[src/rtl/display_share_arbiter_pkg.sv]
// Shared types and helpers for the display-sharing arbiter: FSM encoding,
// blank-segment constant and the round-robin pick function.
package display_share_arbiter_pkg;

  localparam int IDX_W   = 3;
  localparam int MAX_REQ = 8;

  typedef logic [1:0] state_t;
  localparam state_t IDLE = 2'd0;
  localparam state_t SHOW = 2'd1;
  localparam state_t DONE = 2'd2;

  localparam logic [6:0] HEX_BLANK = 7'h7F;

  typedef struct packed {
    logic             vld;
    logic [IDX_W-1:0] idx;
  } pick_t;

  // First set bit of req at or after ptr, wrapping modulo nreq.
  function automatic pick_t rr_pick(input logic [MAX_REQ-1:0] req,
                                    input logic [IDX_W-1:0]   ptr,
                                    input int                 nreq);
    pick_t p;
    int    j;
    p = '0;
    for (int k = 0; k < MAX_REQ; k++) begin
      if (k < nreq) begin
        j = (int'(ptr) + k) % nreq;
        if (!p.vld && req[j[IDX_W-1:0]]) begin
          p.vld = 1'b1;
          p.idx = j[IDX_W-1:0];
        end
      end
    end
    return p;
  endfunction

endpackage

[src/rtl/display_share_arbiter_hex7seg.sv]
// 4-bit value to active-low seven-segment pattern, bit0=a .. bit6=g, digits 0-F.
module display_share_arbiter_hex7seg
  import display_share_arbiter_pkg::*;
(
  input  logic [3:0] value,
  output logic [6:0] seg
);

  always_comb begin
    seg = HEX_BLANK;
    case (value)
      4'h0: seg = 7'h40;
      4'h1: seg = 7'h79;
      4'h2: seg = 7'h24;
      4'h3: seg = 7'h30;
      4'h4: seg = 7'h19;
      4'h5: seg = 7'h12;
      4'h6: seg = 7'h02;
      4'h7: seg = 7'h78;
      4'h8: seg = 7'h00;
      4'h9: seg = 7'h10;
      4'hA: seg = 7'h08;
      4'hB: seg = 7'h03;
      4'hC: seg = 7'h46;
      4'hD: seg = 7'h21;
      4'hE: seg = 7'h06;
      4'hF: seg = 7'h0E;
      default: seg = HEX_BLANK;
    endcase
  end

endmodule

[src/rtl/display_share_arbiter.sv]
// Round-robin owner of HEX0/LEDR: each winner's nibble is snapshotted and shown
// for HOLD_CYCLES clocks, then a one-cycle ack closes the slot.
module display_share_arbiter
  import display_share_arbiter_pkg::*;
#(
  parameter int NREQ        = 4,
  parameter int HOLD_CYCLES = 50_000_000,
  parameter int CNT_W       = 26
) (
  input  logic              CLOCK_50,
  input  logic              Resetn,
  input  logic [NREQ-1:0]   req,
  input  logic [4*NREQ-1:0] data,
  output logic [NREQ-1:0]   grant,
  output logic [NREQ-1:0]   ack,
  output logic [6:0]        HEX0,
  output logic [9:0]        LEDR
);

  localparam logic [CNT_W-1:0]   CNT_LOAD = CNT_W'(HOLD_CYCLES - 1);
  localparam logic [IDX_W-1:0]   LAST_IDX = IDX_W'(NREQ - 1);
  localparam logic [MAX_REQ-1:0] ONE      = MAX_REQ'(1);

  state_t                 state;
  logic [IDX_W-1:0]       ptr;
  logic [IDX_W-1:0]       win;
  logic [CNT_W-1:0]       cnt;
  logic [3:0]             snap;
  logic [6:0]             seg;
  logic [MAX_REQ-1:0]     req_pad;
  logic [4*MAX_REQ-1:0]   data_pad;
  pick_t                  pick;

  assign req_pad  = MAX_REQ'(req);
  assign data_pad = (4*MAX_REQ)'(data);
  assign pick     = rr_pick(req_pad, ptr, NREQ);

  always_ff @(posedge CLOCK_50 or negedge Resetn) begin
    if (!Resetn) begin
      state <= IDLE;
      grant <= '0;
      ack   <= '0;
      ptr   <= '0;
      win   <= '0;
      cnt   <= '0;
    end else begin
      case (state)
        IDLE: begin
          if (pick.vld) begin
            state <= SHOW;
            win   <= pick.idx;
            grant <= NREQ'(ONE << pick.idx);
            cnt   <= CNT_LOAD;
          end
        end
        SHOW: begin
          if (cnt != '0) cnt <= cnt - CNT_W'(1);
          // Withdrawal wins over completion when both happen on the same edge.
          if (!req_pad[win]) begin
            state <= DONE;
            grant <= '0;
          end else if (cnt == '0) begin
            state <= DONE;
            grant <= '0;
            ack   <= NREQ'(ONE << win);
          end
        end
        DONE: begin
          state <= IDLE;
          ack   <= '0;
          ptr   <= (win == LAST_IDX) ? '0 : win + IDX_W'(1);
        end
        default: state <= IDLE;
      endcase
    end
  end

  // Snapshot is data only; it is qualified by state, so it needs no reset.
  always_ff @(posedge CLOCK_50) begin
    if (state == IDLE && pick.vld) snap <= data_pad[{pick.idx, 2'b00} +: 4];
  end

  display_share_arbiter_hex7seg u_hex7seg (
    .value (snap),
    .seg   (seg)
  );

  assign HEX0 = (state == SHOW) ? seg : HEX_BLANK;
  assign LEDR = {state != IDLE, 9'(grant)};

endmodule

[config.mk]
export PLATFORM = sky130hd
export DESIGN_NAME = display_share_arbiter
export DESIGN_NICKNAME = d
export VERILOG_FILES = /design/src/rtl/display_share_arbiter_pkg.sv /design/src/rtl/display_share_arbiter_hex7seg.sv /design/src/rtl/display_share_arbiter.sv
export SDC_FILE = /design/constraint.sdc
export NUM_CORES = 1
export LEC_CHECK = 0
export BUFFER_PORTS_ARGS = -buffer_cell sky130_fd_sc_hd__buf_2
export CORE_AREA = 2 2 73 75
export DETAILED_ROUTE_END_ITERATION = 10
export DIE_AREA = 0 0 75 77
export PLACE_DENSITY = 0.84
export SLEW_MARGIN = 20
export SYNTH_ARGS = -nofsm -noshare
export SYNTH_HDL_FRONTEND = slang
export SYNTH_SLANG_ARGS = --single-unit
[constraint.sdc]
create_clock -name CLOCK_50 -period 6 [get_ports CLOCK_50]
set_input_delay 0.6 -clock CLOCK_50 [delete_from_list [all_inputs] [get_ports CLOCK_50]]
set_output_delay 0.6 -clock CLOCK_50 [all_outputs]
set_load 0.01 [all_outputs]
==> impl_metrics.env, run 1 <==
export IMPL_outcome="finished, final reports clean"
export IMPL_global_route_overflow_total=0
export IMPL_grt_pass1_vias=2134
export IMPL_reg2reg_slack_ns=3.01
export IMPL_wire_length_of_the_first_global_routing_pass_um=9830
export IMPL_coreArea_mm2=0.00498
export IMPL_synth_ff_latch_count=51
export IMPL_total_leakage_power_uw=0.00147
export IMPL_hold_worst_slack_ns=0.404
export IMPL_grt_setup_unrepaired="false"
export IMPL_clock_skew_final_ns=0.0109
export IMPL_finalSetupViolations=0
export IMPL_gp_congestion=0.816
export IMPL_cp_required_ns=6.16
export IMPL_fillCellCount=401
export IMPL_insertion_delay_ns=0.30
export IMPL_worst_setup_path_type="reg2reg"
export IMPL_power_share_of_the_clock_group=0.161
export IMPL_cpPeakStageDelay_ns=0.78
export IMPL_detailedPlacementHpwl_um=4220
export IMPL_critPathCaptureType="register"
export IMPL_post_route_drc_count=0
export IMPL_floorplan_rows=26
export IMPL_worst_slew_pin_transition_ns=0.866
export IMPL_ctsRootBufferMaster="clkbuf_8"
export IMPL_antenna_violations_before_repair=0
export IMPL_die_y_um=77
export IMPL_groute_usage_overall=0.217
export IMPL_min_period_over_period=0.499
export IMPL_drtIter0Drc=175
export IMPL_worst_path_max_fanout=8
export IMPL_antennaDiodeCount=0
export IMPL_cts_hold_buffers=0
export IMPL_powerDensity_mw_per_mm2=445
export IMPL_chipWidth_um=75
export IMPL_route_final_wire_length_um=5670
export IMPL_post_cts_setup_buffers=0
export IMPL_worst_path_dominant_cell_family="simple AND/OR/NAND/NOR gates"
export IMPL_netlist_instances=301
export IMPL_timing_critical_path_slowest_stage_cell="or4_1"
export IMPL_p_sw_frac=0.402
export IMPL_initial_utilization=0.599
export IMPL_layout_cells_most_common="buf_2"
export IMPL_cts_repair_resized=0
export IMPL_maximum_number_of_pins_on_one_net_before_global_route_repair=41
export IMPL_cp_start_kind="register"
export IMPL_rr_worst_depth=6
export IMPL_async_flop_share=0.784
export IMPL_finalHoldViolations=0
export IMPL_wl_per_cell_um=14.0
export IMPL_depth_of_the_cts_h_tree=2
export IMPL_ys_flop_type="dfrtp_1"
export IMPL_cp_cell_sequence="or4_4, or4b_1, or4_1, nor4_4, xnor2_1, nor2_1"
export IMPL_final_cell_mix="buf_2 (41), dfrtp_1 (40), nand2_1 (29)"
export IMPL_sequential_fraction_of_the_synthesis_area=0.423
export IMPL_cp_buffers_inverters=0
export IMPL_share_comb_of_total_power=0.506
export IMPL_synth_edf_count=4
export IMPL_place_detailed_instances=398
export IMPL_internal_power_uw=873
export IMPL_design_portCount=47
export IMPL_synth_warning_count=0
export IMPL_dieArea_mm2=0.00578
export IMPL_holdCritPathClass="in2async"
export IMPL_tritoncts_num_buffers=5
export IMPL_clock_pin_transition_on_the_worst_setup_and_hold_timing_paths_ns=0.09
export IMPL_viasPerCell=5.56
export IMPL_finish_cell_count_without_fillers=406
export IMPL_cts_tree="yes"
export IMPL_post_layout_utilization_of_the_core=0.660
export IMPL_ctsLongestPathBuffers=2
export IMPL_drtPass1Iterations=4
export IMPL_final_net_count=372
export IMPL_postRouteAntennaNets=0
export IMPL_cts_num_sinks=51
export IMPL_total_power_uw=1460
export IMPL_post_route_min_period_ns=2.99
export IMPL_max_freq_ghz=0.334
export IMPL_timing_final_max_slew_violations=0
export IMPL_input_output_buffers=41
export IMPL_drive_above_1_share=0.196
export IMPL_drv_cap=0
export IMPL_area_delta_synth_final_pct=10.1
export IMPL_totalNegativeSetupSlack_ns=0
export IMPL_dr_total_vias=2257
export IMPL_arrival_time_worst_endpoint_ns=3.15
export IMPL_switchingPower_uw=588
export IMPL_slew_headroom=0.423
export IMPL_netlist_area_mm2=0.00298
export IMPL_regToRegEndpoint="cnt[24]$_DFFE_PN0P_"
export IMPL_power_frac_seq=0.333
export IMPL_regToRegStartpoint="cnt[8]$_DFFE_PN0P_"
export IMPL_irDropWorstVdd_uv=309
export IMPL_synth_cell_type_count=50
export IMPL_syn_mean_instance_area_um2=9.91
## area by class of cell
cell class | count | area (um2) | area share
clock inverters | 1 | 30.0 | 0.00914
repair buffers | 41 | 205 | 0.0625
inverters | 15 | 56.3 | 0.0171
multi-input cells | 221 | 1570 | 0.477
well taps | 70 | 87.6 | 0.0267
flip-flops and latches | 51 | 1260 | 0.384
clock buffers | 7 | 76.3 | 0.0232
## cells in the mapped netlist (all sizes together), types with 8 or more instances
cell type / instances / area share
dfrtp: 40 / 0.34
nand2: 29 / 0.036
nor2: 22 / 0.028
mux2i: 19 / 0.064
ha: 15 / 0.063
inv: 15 / 0.019
o21ai: 15 / 0.025
buf: 12 / 0.030
nor3: 11 / 0.022
nand2b: 10 / 0.021
xnor2: 10 / 0.029
nor4: 9 / 0.029
a21oi: 8 / 0.013
## logic make-up after synthesis
kind of cell,after synthesis,synth area share
DFF,51,0.423
xor gates and xnor gates,16,0.0470
buffers and inverters,33,0.0566
and+or+nand+nor,114,0.209
other,1,0.00126
AOI/OAI and AO/OA,44,0.103
muxes,27,0.0977
adders and majority gates,15,0.0629
## worst reg2reg max path: cells and delay by family, from the launching register on
kind | cells | cell delay [ns]
XOR/XNOR | 1 | 0.16
flip-flops | 1 | 0.40
AND/OR/NAND/NOR | 5 | 2.30
## stage by stage
step / area [um2] / setup slack (ns)
2_1_floorplan: 3000 / 3.24
3_3_place_gp: 3180 / 3.03
3_5_place_dp: 3180 / 2.87
4_1_cts: 3280 / 3.02
5_1_grt: 3280 / 2.79
6_report: 3280 / 3.01
## worst max-delay path by stage
stage | depth (start not counted) | start | to
2_1_floorplan | 11 | req[0] | u_hex7seg.seg[4]$_DFF_P_
3_3_place_gp | 11 | req[0] | u_hex7seg.seg[0]$_DFF_P_
3_5_place_dp | 11 | req[0] | u_hex7seg.seg[0]$_DFF_P_
4_1_cts | 6 | cnt[8]$_DFFE_PN0P_ | cnt[24]$_DFFE_PN0P_
5_1_grt | 10 | ptr[1]$_DFFE_PN0N_ | u_hex7seg.seg[0]$_DFF_P_
6_report | 6 | cnt[8]$_DFFE_PN0P_ | cnt[24]$_DFFE_PN0P_
## power groups by stage
stage	combinational, uW	sequential [uW]	clock, uW
after floorplan	567	491	0
after global placement	718	489	0
after detailed placement	740	494	0
after CTS	744	487	237
after global routing	829	495	254
final	739	486	234
## flip-flops by register name, indices dropped and copies added, names as in the netlist
signal,count
grant,4
state,2
ptr,2
u_hex7seg.seg,7
win,2
cnt,26
ack,4
snap,4
## per-layer routing
layer	vias up	global-route usage	wire [um]
met5	-	0	0
met4	0	0.0589	58
met3	7	0.0315	229
met2	57	0.368	2950
met1	1080	0.283	2430
li1	1113	-	-
Note: power is estimated with default switching activity, not from simulation.
==> run 2: changes to the inputs <==
--- a/config.mk
+++ b/config.mk
@@ -6,10 +6,10 @@
 export NUM_CORES = 1
 export LEC_CHECK = 0
 export BUFFER_PORTS_ARGS = -buffer_cell sky130_fd_sc_hd__buf_2
-export CORE_AREA = 2 2 73 75
+export CORE_AREA = 2 2 76 78
 export DETAILED_ROUTE_END_ITERATION = 10
-export DIE_AREA = 0 0 75 77
-export PLACE_DENSITY = 0.84
+export DIE_AREA = 0 0 78 80
+export PLACE_DENSITY = 0.78
 export SLEW_MARGIN = 20
 export SYNTH_ARGS = -nofsm -noshare
 export SYNTH_HDL_FRONTEND = slang
==> constraint.sdc (replaced) <==
create_clock -name CLOCK_50 -period 3.1 [get_ports CLOCK_50]
set_input_delay 0.31 -clock CLOCK_50 [delete_from_list [all_inputs] [get_ports CLOCK_50]]
set_output_delay 0.31 -clock CLOCK_50 [all_outputs]
set_load 0.01 [all_outputs]
==> impl_metrics.env, run 2 (same netlist as run 1, synthesis figures left out) <==
export IMPL_outcome="finished, final reports clean"
export IMPL_layout_cells_most_common="buf_2"
export IMPL_cp_start_kind="register"
export IMPL_cp_required_ns=3.27
export IMPL_timing_final_max_slew_violations=0
export IMPL_post_route_drc_count=0
export IMPL_floorplan_rows=27
export IMPL_detailedPlacementHpwl_um=4160
export IMPL_internal_power_uw=1790
export IMPL_route_final_wire_length_um=5490
export IMPL_cts_num_sinks=51
export IMPL_cp_cell_sequence="or4_4, or4b_1, or4_1, nor4_4, xnor2_1, nor2_1"
export IMPL_min_period_over_period=0.944
export IMPL_antennaDiodeCount=0
export IMPL_design_portCount=47
export IMPL_power_frac_seq=0.321
export IMPL_cts_tree="yes"
export IMPL_die_y_um=80
export IMPL_dr_total_vias=2222
export IMPL_powerDensity_mw_per_mm2=865
export IMPL_cts_hold_buffers=0
export IMPL_wl_per_cell_um=13.2
export IMPL_final_net_count=379
export IMPL_worst_setup_path_type="reg2reg"
export IMPL_finalHoldViolations=0
export IMPL_pre_cts_setup_slack_ns=0.166
export IMPL_slew_headroom=0.418
export IMPL_drtIter0Drc=77
export IMPL_p_sw_frac=0.386
export IMPL_initial_utilization=0.552
export IMPL_drv_cap=0
export IMPL_total_leakage_power_uw=0.00152
export IMPL_totalNegativeSetupSlack_ns=0
export IMPL_finalSetupViolations=0
export IMPL_worst_slew_pin_transition_ns=0.873
export IMPL_antenna_violations_before_repair=0
export IMPL_depth_of_the_cts_h_tree=2
export IMPL_holdCritPathClass="in2async"
export IMPL_reg2reg_slack_ns=0.17
export IMPL_maximum_number_of_pins_on_one_net_before_global_route_repair=41
export IMPL_drive_above_1_share=0.216
export IMPL_fillCellCount=474
export IMPL_grt_setup_unrepaired="false"
export IMPL_insertion_delay_ns=0.31
export IMPL_irDropWorstVdd_uv=640
export IMPL_regToRegStartpoint="cnt[8]$_DFFE_PN0P_"
export IMPL_wire_length_of_the_first_global_routing_pass_um=9560
export IMPL_share_comb_of_total_power=0.493
export IMPL_postRouteAntennaNets=0
export IMPL_finalWorstSetupSlack_ns=0.173
export IMPL_rr_worst_depth=6
export IMPL_grt_pass1_vias=2163
export IMPL_gp_congestion=0.790
export IMPL_switchingPower_uw=1120
export IMPL_coreArea_mm2=0.00541
export IMPL_cpPeakStageDelay_ns=0.76
export IMPL_worst_path_max_fanout=8
export IMPL_max_ffs_per_register=26
export IMPL_dieArea_mm2=0.00624
export IMPL_seqCellArea_mm2=0.00126
export IMPL_timing_critical_path_slowest_stage_cell="or4_1"
export IMPL_clock_pin_transition_on_the_worst_setup_and_hold_timing_paths_ns=0.09
export IMPL_post_cts_setup_buffers=0
export IMPL_final_cell_mix="buf_2 (41), dfrtp_1 (40), nand2_1 (29)"
export IMPL_clock_skew_final_ns=0.00689
export IMPL_groute_usage_overall=0.193
export IMPL_tritoncts_num_buffers=5
export IMPL_viasPerCell=5.35
export IMPL_drtPass1Iterations=4
export IMPL_max_freq_ghz=0.342
export IMPL_area_delta_synth_final_pct=12.8
export IMPL_ctsLongestPathBuffers=2
export IMPL_critPathCaptureType="register"
export IMPL_multiInputGateArea_mm2=0.00157
export IMPL_input_output_buffers=41
export IMPL_arrival_time_worst_endpoint_ns=3.10
export IMPL_largest_register="cnt"
export IMPL_global_route_overflow_total=0
export IMPL_ctsRootBufferMaster="clkbuf_8"
export IMPL_post_route_min_period_ns=2.93
export IMPL_regToRegEndpoint="cnt[24]$_DFFE_PN0P_"
export IMPL_power_share_of_the_clock_group=0.186
export IMPL_cts_repair_resized=0
export IMPL_chipWidth_um=78
## run 2: area by class of cell
class,instances,area share
Timing Repair Buffer,48,0.0766
Sequential cell,51,0.375
Multi-Input combinational cell,221,0.466
Clock buffer,6,0.0216
Inverter,15,0.0167
Clock inverter,2,0.0178
Tap cell,72,0.0268
## run 2: worst max-delay path by stage
stage | slack, ns | startpoint | cells after the start | end
finish | 0.17 | cnt[8]$_DFFE_PN0P_ | 6 | cnt[24]$_DFFE_PN0P_
CTS | 0.15 | cnt[8]$_DFFE_PN0P_ | 6 | cnt[24]$_DFFE_PN0P_
detailed placement | 0.17 | cnt[8]$_DFFE_PN0P_ | 6 | cnt[24]$_DFFE_PN0P_
floorplan | 0.41 | cnt[8]$_DFFE_PN0P_ | 7 | cnt[22]$_DFFE_PN0P_
global placement | 0.24 | cnt[8]$_DFFE_PN0P_ | 6 | cnt[24]$_DFFE_PN0P_
global route | 0.03 | cnt[8]$_DFFE_PN0P_ | 6 | cnt[16]$_DFFE_PN0P_
## run 2: per-stage QoR
| stage | hold slack, ns | util | area, um2 | cells | total power, uW |
|---|---|---|---|---|---|
| after global routing | 0.192 | 0.623 | 3370 | 415 | 3150 |
| after global placement | 0.481 | 0.598 | 3230 | 407 | 2350 |
| after detailed placement | 0.483 | 0.598 | 3230 | 407 | 2400 |
| after CTS | 0.146 | 0.623 | 3370 | 415 | 2940 |
| final | 0.109 | 0.623 | 3370 | 415 | 2910 |
| after floorplan | 0.0144 | - | 3000 | 305 | 2050 |
## run 2: per-layer routing
metal  vias up  GRT usage  share of wire
met3         9     0.0396          0.034
met1      1045      0.231           0.45
met4         0     0.0842          0.017
li1       1123          -              -
met5         -          0              0
met2        45      0.335           0.50
## run 2: worst max-delay path, delay by kind of cell (launching register included)
family                    cells  cell delay [ns]
xor gates and xnor gates      1             0.15
DFF                           1             0.40
and+or+nand+nor               5             2.23
## run 2: power groups by stage
stage	Clock (uW)	Combinational [uW]	Sequential, uW
2_1_floorplan	0	1100	951
3_3_place_gp	0	1400	945
3_5_place_dp	0	1450	951
4_1_cts	556	1450	938
5_1_grt	579	1620	952
6_report	543	1430	935
